**config.mk**
```make
export PLATFORM = sky130hd
export DESIGN_NAME = iiitb_param_fifo
export DESIGN_NICKNAME = d
export VERILOG_FILES = /design/src/rtl/iiitb_fifo_pkg.sv /design/src/rtl/iiitb_fifo_mem.sv /design/src/rtl/iiitb_param_fifo.sv
export SDC_FILE = /design/constraint.sdc
export NUM_CORES = 1
export LEC_CHECK = 0
export ABC_AREA = 1
export BUFFER_PORTS_ARGS = -buffer_cell sky130_fd_sc_hd__buf_2
export CORE_MARGIN = 2
export CORE_UTILIZATION = 30
export DETAILED_ROUTE_END_ITERATION = 7
export SYNTH_ARGS = -nofsm -noshare
export SYNTH_HDL_FRONTEND = slang
export SYNTH_HIERARCHICAL = 1
export SYNTH_SLANG_ARGS = --single-unit
```
**constraint.sdc**
```tcl
create_clock -name clock -period 4.1 [get_ports clock]
set_input_delay 0.41 -clock clock [delete_from_list [all_inputs] [get_ports clock]]
set_output_delay 0.41 -clock clock [all_outputs]
set_load 0.01 [all_outputs]
```
**src/rtl/iiitb_fifo_pkg.sv**
```systemverilog
// Shared definitions for the parametrised FIFO: read-mode encodings, a clog2 helper and the
// parameter legality check evaluated at elaboration time.
package iiitb_fifo_pkg;

    localparam int unsigned FIFO_MODE_STD  = 0;
    localparam int unsigned FIFO_MODE_FWFT = 1;

    function automatic int unsigned clog2(input int unsigned value);
        int unsigned result;
        result = 0;
        for (int i = 0; i < 32; i++) begin
            if ((32'd1 << i) < value) begin
                result = i + 1;
            end
        end
        return result;
    endfunction

    function automatic bit params_legal(input int unsigned depth,
                                        input int unsigned af_thresh,
                                        input int unsigned ae_thresh,
                                        input int unsigned mode);
        return (af_thresh >= 1) && (af_thresh <= depth) &&
               (ae_thresh <= depth - 1) &&
               ((mode == FIFO_MODE_STD) || (mode == FIFO_MODE_FWFT));
    endfunction

endpackage

```
**src/rtl/iiitb_fifo_mem.sv**
```systemverilog
// DEPTH x DATA_WIDTH storage array: synchronous write port, asynchronous read port.
// Contents are intentionally never reset.
module iiitb_fifo_mem
    import iiitb_fifo_pkg::*;
#(
    parameter int unsigned DATA_WIDTH = 8,
    parameter int unsigned DEPTH      = 8,
    localparam int unsigned AW        = clog2(DEPTH)
) (
    input  logic                  clk_i,
    input  logic                  wr_en_i,
    input  logic [AW-1:0]         wr_addr_i,
    input  logic [DATA_WIDTH-1:0] wr_data_i,
    input  logic [AW-1:0]         rd_addr_i,
    output logic [DATA_WIDTH-1:0] rd_data_o
);

    logic [DATA_WIDTH-1:0] mem [DEPTH];

    always_ff @(posedge clk_i) begin
        if (wr_en_i) begin
            mem[wr_addr_i] <= wr_data_i;
        end
    end

    assign rd_data_o = mem[rd_addr_i];

endmodule

```
**src/rtl/iiitb_param_fifo.sv**
```systemverilog
// Parametrised single-clock FIFO with occupancy count, almost-full/empty thresholds,
// sticky overflow/underflow flags and selectable registered or first-word-fall-through read.
module iiitb_param_fifo
    import iiitb_fifo_pkg::*;
#(
    parameter int unsigned DATA_WIDTH = 8,
    parameter int unsigned ADDR_WIDTH = 3,
    parameter int unsigned AF_THRESH  = 6,
    parameter int unsigned AE_THRESH  = 2,
    parameter int unsigned FWFT       = FIFO_MODE_STD
) (
    input  logic                  clock,
    input  logic                  reset,
    input  logic                  write_Enable,
    input  logic [DATA_WIDTH-1:0] buffer_Input,
    input  logic                  read_Enable,
    output logic [DATA_WIDTH-1:0] buffer_Output,
    output logic                  read_Valid,
    output logic                  sig_Full,
    output logic                  sig_Empty,
    output logic                  sig_Almost_Full,
    output logic                  sig_Almost_Empty,
    output logic [ADDR_WIDTH:0]   fill_Count,
    input  logic                  clear_Errors,
    output logic                  sig_Overflow,
    output logic                  sig_Underflow
);

    localparam int unsigned DEPTH = 2 ** ADDR_WIDTH;
    localparam int unsigned CW    = ADDR_WIDTH + 1;

    if (!params_legal(DEPTH, AF_THRESH, AE_THRESH, FWFT)) begin : g_param_check
        $fatal(1, "iiitb_param_fifo: threshold or read-mode parameter out of range");
    end

    logic [ADDR_WIDTH-1:0] wr_ptr_q, wr_ptr_d;
    logic [ADDR_WIDTH-1:0] rd_ptr_q, rd_ptr_d;
    logic [ADDR_WIDTH:0]   count_q, count_d;
    logic                  ovf_q, ovf_d;
    logic                  unf_q, unf_d;
    logic                  full, empty;
    logic                  push_ok, pop_ok;
    logic [DATA_WIDTH-1:0] rd_data;

    // Count is one bit wider than the pointers so a full FIFO is distinguishable from empty.
    assign full    = (count_q == CW'(DEPTH));
    assign empty   = (count_q == '0);
    assign push_ok = write_Enable && !full;
    assign pop_ok  = read_Enable && !empty;

    assign sig_Full         = full;
    assign sig_Empty        = empty;
    assign sig_Almost_Full  = (32'(count_q) >= AF_THRESH);
    assign sig_Almost_Empty = (32'(count_q) <= AE_THRESH);
    assign fill_Count       = count_q;
    assign sig_Overflow     = ovf_q;
    assign sig_Underflow    = unf_q;

    always_comb begin
        wr_ptr_d = wr_ptr_q;
        rd_ptr_d = rd_ptr_q;
        count_d  = count_q;
        if (push_ok) begin
            wr_ptr_d = wr_ptr_q + ADDR_WIDTH'(1);
        end
        if (pop_ok) begin
            rd_ptr_d = rd_ptr_q + ADDR_WIDTH'(1);
        end
        case ({push_ok, pop_ok})
            2'b10:   count_d = count_q + CW'(1);
            2'b01:   count_d = count_q - CW'(1);
            default: count_d = count_q;
        endcase
    end

    // A rejected request in the same cycle as clear_Errors leaves the flag set.
    always_comb begin
        ovf_d = ovf_q;
        unf_d = unf_q;
        if (clear_Errors) begin
            ovf_d = 1'b0;
            unf_d = 1'b0;
        end
        if (write_Enable && full) begin
            ovf_d = 1'b1;
        end
        if (read_Enable && empty) begin
            unf_d = 1'b1;
        end
    end

    always_ff @(posedge clock or negedge reset) begin
        if (!reset) begin
            wr_ptr_q <= '0;
            rd_ptr_q <= '0;
            count_q  <= '0;
            ovf_q    <= 1'b0;
            unf_q    <= 1'b0;
        end else begin
            wr_ptr_q <= wr_ptr_d;
            rd_ptr_q <= rd_ptr_d;
            count_q  <= count_d;
            ovf_q    <= ovf_d;
            unf_q    <= unf_d;
        end
    end

    iiitb_fifo_mem #(
        .DATA_WIDTH(DATA_WIDTH),
        .DEPTH     (DEPTH)
    ) u_mem (
        .clk_i    (clock),
        .wr_en_i  (push_ok),
        .wr_addr_i(wr_ptr_q),
        .wr_data_i(buffer_Input),
        .rd_addr_i(rd_ptr_q),
        .rd_data_o(rd_data)
    );

    if (FWFT == FIFO_MODE_FWFT) begin : g_fwft
        assign buffer_Output = rd_data;
        assign read_Valid    = !empty;
    end else begin : g_std
        logic [DATA_WIDTH-1:0] dout_q, dout_d;
        logic                  rvalid_q, rvalid_d;

        always_comb begin
            dout_d   = dout_q;
            rvalid_d = pop_ok;
            if (pop_ok) begin
                dout_d = rd_data;
            end
        end

        always_ff @(posedge clock or negedge reset) begin
            if (!reset) begin
                dout_q   <= '0;
                rvalid_q <= 1'b0;
            end else begin
                dout_q   <= dout_d;
                rvalid_q <= rvalid_d;
            end
        end

        assign buffer_Output = dout_q;
        assign read_Valid    = rvalid_q;
    end

endmodule

```
Yosys cells after proc, flatten, opt, wreduce, memory -nomap -nowiden
Memory sizes are Yosys's and may differ from the RTL's. A register that Yosys moved wholly into a read port is not among the register bits.
Index checks and enable logic that the tools add are counted.
Widths: inputs -> output; s select.
{"block": "totals", "inputBits": 13, "romBits": 0, "latch_bits": 0, "ram_bits": 64, "mem_count": 1, "reg_bits": 13}
{"block": "classes", "div": 0, "shifts": 0, "eq_ne": 3, "addsub": 4, "n_reduce_logical": 11, "muxes": 6, "order_cmp": 2, "mul": 0, "bitwise_logic": 0}
{"memory": "u_mem.mem", "words": 8, "word_bits": 8, "rd": 1, "rd_clocked_by_memory_dff": 1, "write_ports": 1, "line": "iiitb_fifo_mem.sv:18", "source": "logic [DATA_WIDTH-1:0] mem [DEPTH];"}
{"cell": "$pmux 4 s2", "n": 1}
{"cell": "$add 3x1->3 const B", "n": 2}
{"cell": "$reduce_bool 2->1", "n": 3}
{"cell": "$mux 1", "n": 5}
{"cell": "$add 4x1->4 const B", "n": 1}
{"cell": "$eq 4x4->1 const B", "n": 1}
{"cell": "$ge 4x3->1 const B", "n": 1}
{"cell": "$le 4x2->1 const B", "n": 1}
{"cell": "$logic_and 1x1->1", "n": 4}
{"cell": "$logic_not 4->1", "n": 1}
{"cell": "$sub 4x1->4 const B", "n": 1}
{"cell": "$logic_not 1->1", "n": 3}
{"cell": "$eq 2x1->1 const B", "n": 1}
{"cell": "$eq 2x2->1 const B", "n": 1}

Longest topological paths before layout
Gate-level depths: netlist of run 1.
{"block": "depth", "word_depth": 5, "ltp_mapped": 12, "mapped_depth_nobuf": 12}

Modules after synthesis
Netlist of run 1, hierarchy kept.
{"mod": "iiitb_fifo_mem", "instances": 1, "cells_per_inst": 295, "area_per_inst_um2": 2890.3}
{"mod": "iiitb_param_fifo", "instances": 1, "cells_per_inst": 111, "area_per_inst_um2": 996.0}

Worst setup path after synthesis of run 1
Ideal clock, no wire load.
{"block": "synth_path", "path_kind": "register to register", "startpoint": "reg count_q[2] (netlist: fill_Count[2])", "endpoint": "reg count_q[3] (netlist: fill_Count[3])", "synth_period_minus_slack_ns": 1.939, "setup_time_ns": 0.117, "path_buffers": 0, "t_arrival_ns": 1.822, "stages_incl_launch_ff": 12, "slack_ns": 2.161, "cell_sequence": "dfrtp_1 > nor2_1 > nand2_2 > nand2_4 > inv_2 > ha_1 > ha_1 > or2_2 > nand2_1 > nand2_1 > nand3_1 > nand2_1"}
{"block": "synth_between", "elab_chain_len": 5}
{"item": "start: declaration", "line": "iiitb_param_fifo.sv:38", "source": "logic [ADDR_WIDTH:0] count_q, count_d;"}
{"item": "start signal: assignment", "line": "iiitb_param_fifo.sv:102", "source": "count_q <= count_d;"}
{"item": "$logic_not 4->1 *", "line": "iiitb_param_fifo.sv:47", "source": "assign empty = (count_q == '0);"}
{"item": "$logic_not 1->1 *", "line": "iiitb_param_fifo.sv:49", "source": "assign pop_ok = read_Enable && !empty;"}
{"item": "$logic_and 1x1->1 *", "line": "iiitb_param_fifo.sv:49"}
{"item": "named net g_std.rvalid_d", "line": "iiitb_param_fifo.sv:125", "source": "logic rvalid_q, rvalid_d;"}
{"item": "$eq 2x1->1 or $eq 2x2->1 (tied branches)", "line": "iiitb_param_fifo.sv:69", "source": "case ({push_ok, pop_ok})"}
{"item": "$pmux 4 s2 or $reduce_bool 2->1 (tied branches)"}
The timed path passes the listed nets; every way through them passes the cells marked *.
A chain may end at the register's enable or synchronous reset.

Worst setup path after layout of run 1
Same ends and word-level chain as after synthesis.

==> results of run 1 <==
-- path summary, 6_finish.rpt --
| path | startpoint | end | slack (ns) | depth (start not counted) |
|---|---|---|---|---|
| hold reg to reg | buffer_Output[3]$_DFFE_PN0P_ | buffer_Output[3]$_DFFE_PN0P_ | 0.48 | 2 |
| hold / removal | reset | fill_Count[0]$_DFFE_PN0P_ | 0.02 | 1 |
| setup / recovery | fill_Count[2]$_DFFE_PN0P_ | fill_Count[3]$_DFFE_PN0P_ | 1.94 | 11 |
| min in group clock | clear_Errors | sig_Overflow$_DFFE_PN0P_ | 0.27 | 2 |
| max in group asynchronous | reset | buffer_Output[4]$_DFFE_PN0P_ | 3.77 | 1 |
| setup reg to reg | fill_Count[2]$_DFFE_PN0P_ | fill_Count[3]$_DFFE_PN0P_ | 1.94 | 11 |
-- where the power goes --
part	internal (µW)	switching [µW]	total, µW
Clock	522	325	847
Sequential	1120	168	1290
Combinational	362	697	1060
Total	2010	1190	3200
-- area by class of cell --
class                           instances  area (µm²)  share of cell area
Clock buffer                           13         304              0.0679
Clock inverter                          3        22.5             0.00503
Inverter                               84         318              0.0709
Sequential cell                        85        2450               0.546
Tap cell                              172         215              0.0480
Multi-Input combinational cell        225        1010               0.225
Timing Repair Buffer                   32         163              0.0363
-- through the flow --
step	area [µm²]	power (µW)	hold slack, ns	utilization	cells
floorplan	3890	2080	0.114	-	406
global placement	4150	2330	0.387	0.329	598
detailed placement	4150	2360	0.392	0.329	598
CTS	4480	3220	0.0271	0.355	614
global route	4480	3420	0.0605	0.355	614
finish	4480	3200	0.0183	0.355	614
-- Yosys cell counts, drive strengths merged --
cell	instances	area [µm²]
inv	84	318
xnor2	5	43.8
nand2	158	606
edfxtp	64	1920
o21ai	8	43.8
or2	1	6.26
fa	1	20.0
dfrtp	21	526
nor2	11	43.8
ha	5	62.6
buf	12	111
nand3	35	175
xor2	1	8.76
-- worst max-delay path: cells and delay by family (launching register included) --
kind	cells	cell delay (ns)
buffers and inverters	1	0.12
AND/OR/NAND/NOR	8	0.94
adder cells (fa/ha/maj)	2	0.57
flip-flops	1	0.42
-- flip-flops by register name (all words and copies together) (netlist names) --
name	count
sig_Underflow	1
u_mem/mem	64
rd_ptr_q	3
wr_ptr_q	3
sig_Overflow	1
buffer_Output	8
fill_Count	4
read_Valid	1
-- cell families (layout without fill, tap and decap cells) --
group           Yosys count  after routing  synth area share
fa+ha+maj                 6              6            0.0212
buf+inv                  96            132             0.110
xor+xnor                  6              6            0.0135
simple gates            205            205             0.214
compound gates            8              8            0.0113
flops                    85             85             0.630
-- layout by cell type (no fill, tap or decap), drive strengths merged --
cell,Yosys,layout
nor2,11,11
inv,84,84
dfrtp,21,21
nand3,35,35
or2,1,1
clkbuf,0,13
xor2,1,1
fa,1,1
nand2,158,158
clkinv,0,3
o21ai,8,8
ha,5,5
buf,12,32
xnor2,5,5
edfxtp,64,64
-- layer usage --
layer	wire [µm]	vias up	global-route usage
li1	-	1311	-
met1	3730	1195	0.153
met2	3820	56	0.201
met3	262	18	0.0184
met4	205	0	0.0700
met5	0	-	0
==> metrics, run 1 <==
final hold vios=0; per-cell routed wire length=13.0 µm; antenna-violating nets left=0; DIE WIDTH=118 µm; most frequent CP cell=nand2_1; Post-Synthesis Cells=406; Worst-Margin Slew=0.964 ns; Via Count=2580; DPL Wire Length=5110 µm; Via density=4.20; # fillers=1270; nets=456; initial antenna violation count=0; Peak VDD IR=212 µV; starting DRC count in detailed routing=169; DRC=0; CP max stage cell=dfrtp_1; # resized after CTS=0; Slew headroom=0.355; Initial Util=0.308; sequential share of the synthesized area=0.630; gpl congestion=0.834; critical path class=reg -> reg; clock root cell=clkbuf_16; status=finished, final reports clean; # IOs=32; aggregate negative setup slack=0 ns; post-CTS setup buffers=0; Final Cycle Share=0.526; Die Span Y=118 µm; Worst Skew=0.00713 ns; Area growth, synth to finish=15.3%; leakage power=0.00216 µW; Hold WC Path Type=in -> async; DIE AREA=13900 µm²; slowest stage delay, CP=0.42 ns; number of global-route vias before repair=2589; DR pass1 iterations=4; CP required=4.33 ns; clock sink count=85; Ys Warns=6; clk slew on worst S/H paths=0.06 ns; Post-Syn Area per Cell=9.57 µm²; RSZ-0062 raised after global routing=no; Core Area=12600 µm²; CTS Buf Count=9; Port-buffer cells=31; htree depth=3; # hold bufs at CTS=0; setup ws final=1.94 ns; num rows=41; Crit. End Element=flip-flop; max capacitance violation total=0; first-pass GRT wire length=13100 µm; setup violators final=0; diode count=0; Fmax=0.464 GHz; Synth cell types=21; critical path launch point type=flip-flop; crit-path max FO=13; Congestion Overflow GR=0; gr usage total=0.122; worst path cell trace=nor2_1, nand2_2, nand2_4, inv_2, ha_1, ha_1, or2_2, nand2_1, nand2_1, nand3_1, nand2_1; min cycle time layout=2.16 ns; syn nets=425; clk_lat worst skew=0.33 ns; layout cells sized above 1=0.129; largest net degree at the start of global routing=33; dpl ws=1.98 ns; PwrDens=713 nW/µm²; Yosys reg bits=85; Routed Wire Length=8010 µm; WP data arrival=2.38 ns; Slew Viols, Final=0; clock tree buffer depth=2; CTS tree=built; synthesized area=3890 µm²
Note: power is estimated with default switching activity, not from simulation.
==> run 2, diff against run 1 <==
- clock period: 4.1 -> 1.75 ns (I/O delays scaled with it)
==> run 2 against run 1 <==
Sequential share of layout area down 2.7 points. Flip-flop and latch count did not move. Power is 140% higher. Clock-buffer cell count fell by 4. Global-route usage decreased by 0.44 points. Critical endpoint unchanged. Largest cell class unchanged. Largest power group is now combinational cells. Highest routed layer unchanged.
==> metrics, run 2 (synthesis gave the netlist of run 1 again) <==
status=finished, final reports clean; Fin Hold WS=0.0412 ns; Peak VDD IR=539 µV; Final Cycle Share=0.971; max capacitance violation total=0; Worst Skew=0.00589 ns; Via Count=2644; DRC=0; Hold WC Path Type=in -> reg; WP data arrival=1.93 ns; Initial Util=0.308; most frequent cells in the layout=nand2_1 (153), inv_1 (80), edfxtp_1 (64); first-pass GRT wire length=12700 µm; min cycle time layout=1.70 ns; per-cell routed wire length=12.0 µm; Slew headroom=0.695; max reg flops=64; Routed Wire Length=7680 µm; final hold vios=0; worst path cell trace=nor2_4, nand2_2, nand2_4, inv_6, ha_4, ha_4, or2_4, nand2_1, nand2_1, nand3_1, nand2_1; setup violators final=0; number of global-route vias before repair=2550; # IOs=32; clock tree buffer depth=2; Core Area=12600 µm²; clk slew on worst S/H paths=0.06 ns; clk_lat worst skew=0.34 ns; DIE WIDTH=118 µm; most common cell after layout, fill and taps aside=nand2_1; critical path class=reg -> reg; most frequent CP cell=nand2_1; DR pass1 iterations=4; Slew Viols, Final=0; htree depth=3; crit-path max FO=4; CTS tree=built; layout cells sized above 1=0.203; DPL Wire Length=5330 µm; dominant delay contributor by cell family on the critical path=simple AND/OR/NAND/NOR gates; clock root cell=clkbuf_16; slowest stage delay, CP=0.42 ns; CTS Buf Count=9; Fmax=0.588 GHz; Die Span Y=118 µm; Finished Cell Area=4720 µm²; post-route insts no fill=640; RSZ-0062 raised after global routing=yes; CP max stage cell=dfrtp_2; nets=482; gpl congestion=0.787; Area growth, synth to finish=21.4%; gr usage total=0.118; Crit. End Element=flip-flop; starting DRC count in detailed routing=151; clock sink count=85; critical path buffer and inverter count=1; Worst-Margin Slew=0.458 ns; # fillers=1270; Port-buffer cells=31; largest net degree at the start of global routing=33; placed insts=621; Via density=4.13; initial antenna violation count=0; num rows=41; critical path launch point type=flip-flop; DIE AREA=13900 µm²; Congestion Overflow GR=0; antenna-violating nets left=0; placed cell area=4370 µm²; diode count=0; CP required=1.98 ns; Top reg by flops=u_mem/mem; PwrDens=1630 nW/µm²; leakage power=0.00226 µW
[run 2: cell types whose count changed in the layout (fill, tap and decap cells not counted), moves of 2 or more]
cell / change
buf_4: +22
nor2_1: -5
dfrtp_1: -4
dfrtp_2: +4
nor2_2: +4
buf_6: +3
clkbuf_16: -3
clkinv_1: +2
clkinvlp_4: +2
ha_1: -2
ha_4: +2
nand2_1: -2
nand2_2: +2
[run 2: worst register-to-register path, stage by stage (launching register included)]
cell and delay [ns]:
dfrtp_2 0.42, nor2_4 0.13, nand2_2 0.09, nand2_4 0.08, inv_6 0.04, ha_4 0.17
ha_4 0.22, or2_4 0.23, nand2_1 0.06, nand2_1 0.04, nand3_1 0.06, nand2_1 0.05
[run 2: power breakdown]
group	internal, µW	switching, µW
clock network	1090	754
logic	1140	1840
registers	2630	225
total	4860	2820
[run 2: cell type report]
cell class                      count  area, µm²  area share
Timing Repair Buffer               58        372      0.0788
Clock inverter                      7       66.3      0.0141
Inverter                           84        323      0.0684
Clock buffer                        9        225      0.0477
Multi-Input combinational cell    225       1060       0.226
Tap cell                          172        215      0.0456
Sequential cell                    85       2450       0.520
[run 2: metrics by stage]
stage	util	TNS, ns	setup slack [ns]	power (µW)
after floorplan	-	0	0.00754	4960
final	0.374	0	0.0504	7690
after global placement	0.346	0	0.0619	5730
after detailed placement	0.346	0	0.00918	5790
after CTS	0.370	0	0.00389	7660
after global routing	0.374	-0.182	-0.0246	8240
[run 2: path summary, 6_finish.rpt]
path,from,endpoint,slack (ns),cells past startpoint
max,fill_Count[1]$_DFFE_PN0P_,fill_Count[3]$_DFFE_PN0P_,0.05,11
min,clear_Errors,sig_Underflow$_DFFE_PN0P_,0.04,2
max reg2reg,fill_Count[1]$_DFFE_PN0P_,fill_Count[3]$_DFFE_PN0P_,0.05,11
min reg2reg,buffer_Output[1]$_DFFE_PN0P_,buffer_Output[1]$_DFFE_PN0P_,0.47,2
max in group asynchronous,reset,fill_Count[2]$_DFFE_PN0P_,1.10,2
min in group asynchronous,reset,buffer_Output[0]$_DFFE_PN0P_,0.31,2
[run 2: routing by layer]
metal | vias to the layer above | wire length, µm | global-route usage
li1 | 1359 | - | -
met1 | 1229 | 3510 | 0.149
met2 | 48 | 3730 | 0.190
met3 | 8 | 318 | 0.0315
met4 | 0 | 121 | 0.0497
met5 | - | 0 | 0
[run 2: repair_timing]
item | 4_1_cts | 5_1_grt
resized for setup | 0 | 11
hold endpoints to repair | 21 | 0
setup buffers | 0 | 2
endpoints found under the setup margin | 0 | 59
hold buffers | 1 | 0
==> run 3, diff against run 2 <==
==> constraint.sdc (replaced) <==
create_clock -name clock -period 1.89 [get_ports clock]
set_input_delay 0.189 -clock clock [delete_from_list [all_inputs] [get_ports clock]]
set_output_delay 0.189 -clock clock [all_outputs]
set_load 0.1 [all_outputs]
==> run 3 against run 2 <==
Critical path type unchanged. Largest cell class unchanged. Power grew 11%. Flip-flop and latch count stayed put. Critical path depth fell by 3. Critical endpoint is now fill_Count[1]$_DFFE_PN0P_. Worst hold slack better by 0.00087 ns. Die area unchanged.
==> metrics, run 3 (synthesis gave the netlist of run 1 again) <==
max reg flops=64; Worst-Margin Slew=0.494 ns; critical path buffer and inverter count=2; most common cell after layout, fill and taps aside=nand2_1; diode count=0; most frequent cells in the layout=nand2_1 (155), inv_1 (79), edfxtp_1 (64); Area growth, synth to finish=20.6%; # IOs=32; Core Area=12600 µm²; Hold WC Path Type=in -> reg; Crit. End Element=flip-flop; Via Count=2596; critical path launch point type=flip-flop; CTS Buf Count=9; fin util=0.371; starting DRC count in detailed routing=146; Initial Util=0.308; Final Cycle Share=0.952; CTS tree=built; critical path class=reg -> reg; clock tree buffer depth=2; initial antenna violation count=0; DRC=0; clk slew on worst S/H paths=0.06 ns; hold path cells=2; setup ws final=0.0916 ns; GRT busiest layer=met2; GR Util met2=0.195; max capacitance violation total=0; nets=474; Routed Wire Length=7790 µm; slowest stage delay, CP=0.52 ns; RSZ-0062 raised after global routing=no; final hold vios=0; setup violators final=0; first-pass GRT wire length=12700 µm; clk_lat worst skew=0.34 ns; Peak VDD IR=512 µV; leakage power=0.00225 µW; DPL Wire Length=5240 µm; placed insts=613; per-cell routed wire length=12.3 µm; num rows=41; DR pass1 iterations=4; Fmax=0.556 GHz; largest net degree at the start of global routing=33; DIE AREA=13900 µm²; met1 Track Usage GR=0.149; overall power=8520 µW; Port-buffer cells=31; R2R depth=8; Worst Skew=0.00871 ns; Congestion Overflow GR=0; post-route insts no fill=632; antenna-violating nets left=0; met3 usage=0.0286; Critical Path Stages=8; CP max stage cell=dfrtp_4; min cycle time layout=1.80 ns; number of global-route vias before repair=2559; Via density=4.11; clock root cell=clkbuf_16; Die Span Y=118 µm; gr usage total=0.120; clock sink count=85; worst path cell trace=nor2_4, nand2_2, nand2_4, inv_6, ha_4, inv_1, fa_1, o21ai_0; CP required=2.15 ns; dominant delay contributor by cell family on the critical path=adder cells; dpl ws=0.0126 ns; status=finished, final reports clean; WP data arrival=2.06 ns; htree depth=3; gpl congestion=0.768; Top reg by flops=u_mem/mem; PwrDens=1820 nW/µm²; layout cells sized above 1=0.183; Slew Viols, Final=0; crit-path max FO=11; DIE WIDTH=118 µm; Slew headroom=0.671
## run 3: changes by cell type in the layout (fill, tap and decap cells not counted), sizes merged
cell      before  now
bufinv         1    2
clkinvlp       2    0
buf           57   49
inv           84   87
clkbuf         9   10
clkinv         4    1
## run 3: layout make-up
cell class | instances | area [µm²]
clock inverters | 6 | 93.8
repair buffers | 50 | 300
well taps | 172 | 215
inverters | 84 | 323
fillers | 1285 | 7930
flip-flops and latches | 85 | 2460
clock buffers | 10 | 229
multi-input cells | 225 | 1060
## run 3: through the flow
step,cell area (µm²),hold slack [ns],TNS [ns]
2_1_floorplan,3960,-0.107,-0.0715
3_3_place_gp,4340,0.172,0
3_5_place_dp,4340,0.178,0
4_1_cts,4680,0.0325,0
5_1_grt,4690,0.0504,0
6_report,4690,0.0420,0
## run 3: worst paths after layout
check / start / to / slack (ns)
max in group asynchronous: reset / fill_Count[3]$_DFFE_PN0P_ / 1.17
max reg2reg: fill_Count[2]$_DFFE_PN0P_ / fill_Count[1]$_DFFE_PN0P_ / 0.09
min: clear_Errors / sig_Underflow$_DFFE_PN0P_ / 0.04
max: fill_Count[2]$_DFFE_PN0P_ / fill_Count[1]$_DFFE_PN0P_ / 0.09
min reg2reg: buffer_Output[7]$_DFFE_PN0P_ / buffer_Output[7]$_DFFE_PN0P_ / 0.47
min in group asynchronous: reset / fill_Count[1]$_DFFE_PN0P_ / 0.35
## run 3: power by group
group	switching, µW	internal (µW)
Combinational	2950	966
Sequential	249	2460
Clock	721	1170
Total	3920	4600
## run 3: what timing repair did
| action | 4_1_cts | 5_1_grt |
|---|---|---|
| hold endpoints to repair | 21 | 0 |
| setup buffers | 1 | 1 |
| resized for setup | 0 | 2 |
| pin swaps | 1 | 6 |
| hold buffers | 1 | 0 |
| setup endpoints to repair | 1 | 2 |
## run 3: per-layer routing
| metal | up-vias | wire length, µm |
|---|---|---|
| met2 | 59 | 3740 |
| li1 | 1342 | - |
| met4 | 0 | 162 |
| met5 | - | 0 |
| met3 | 9 | 382 |
| met1 | 1186 | 3500 |
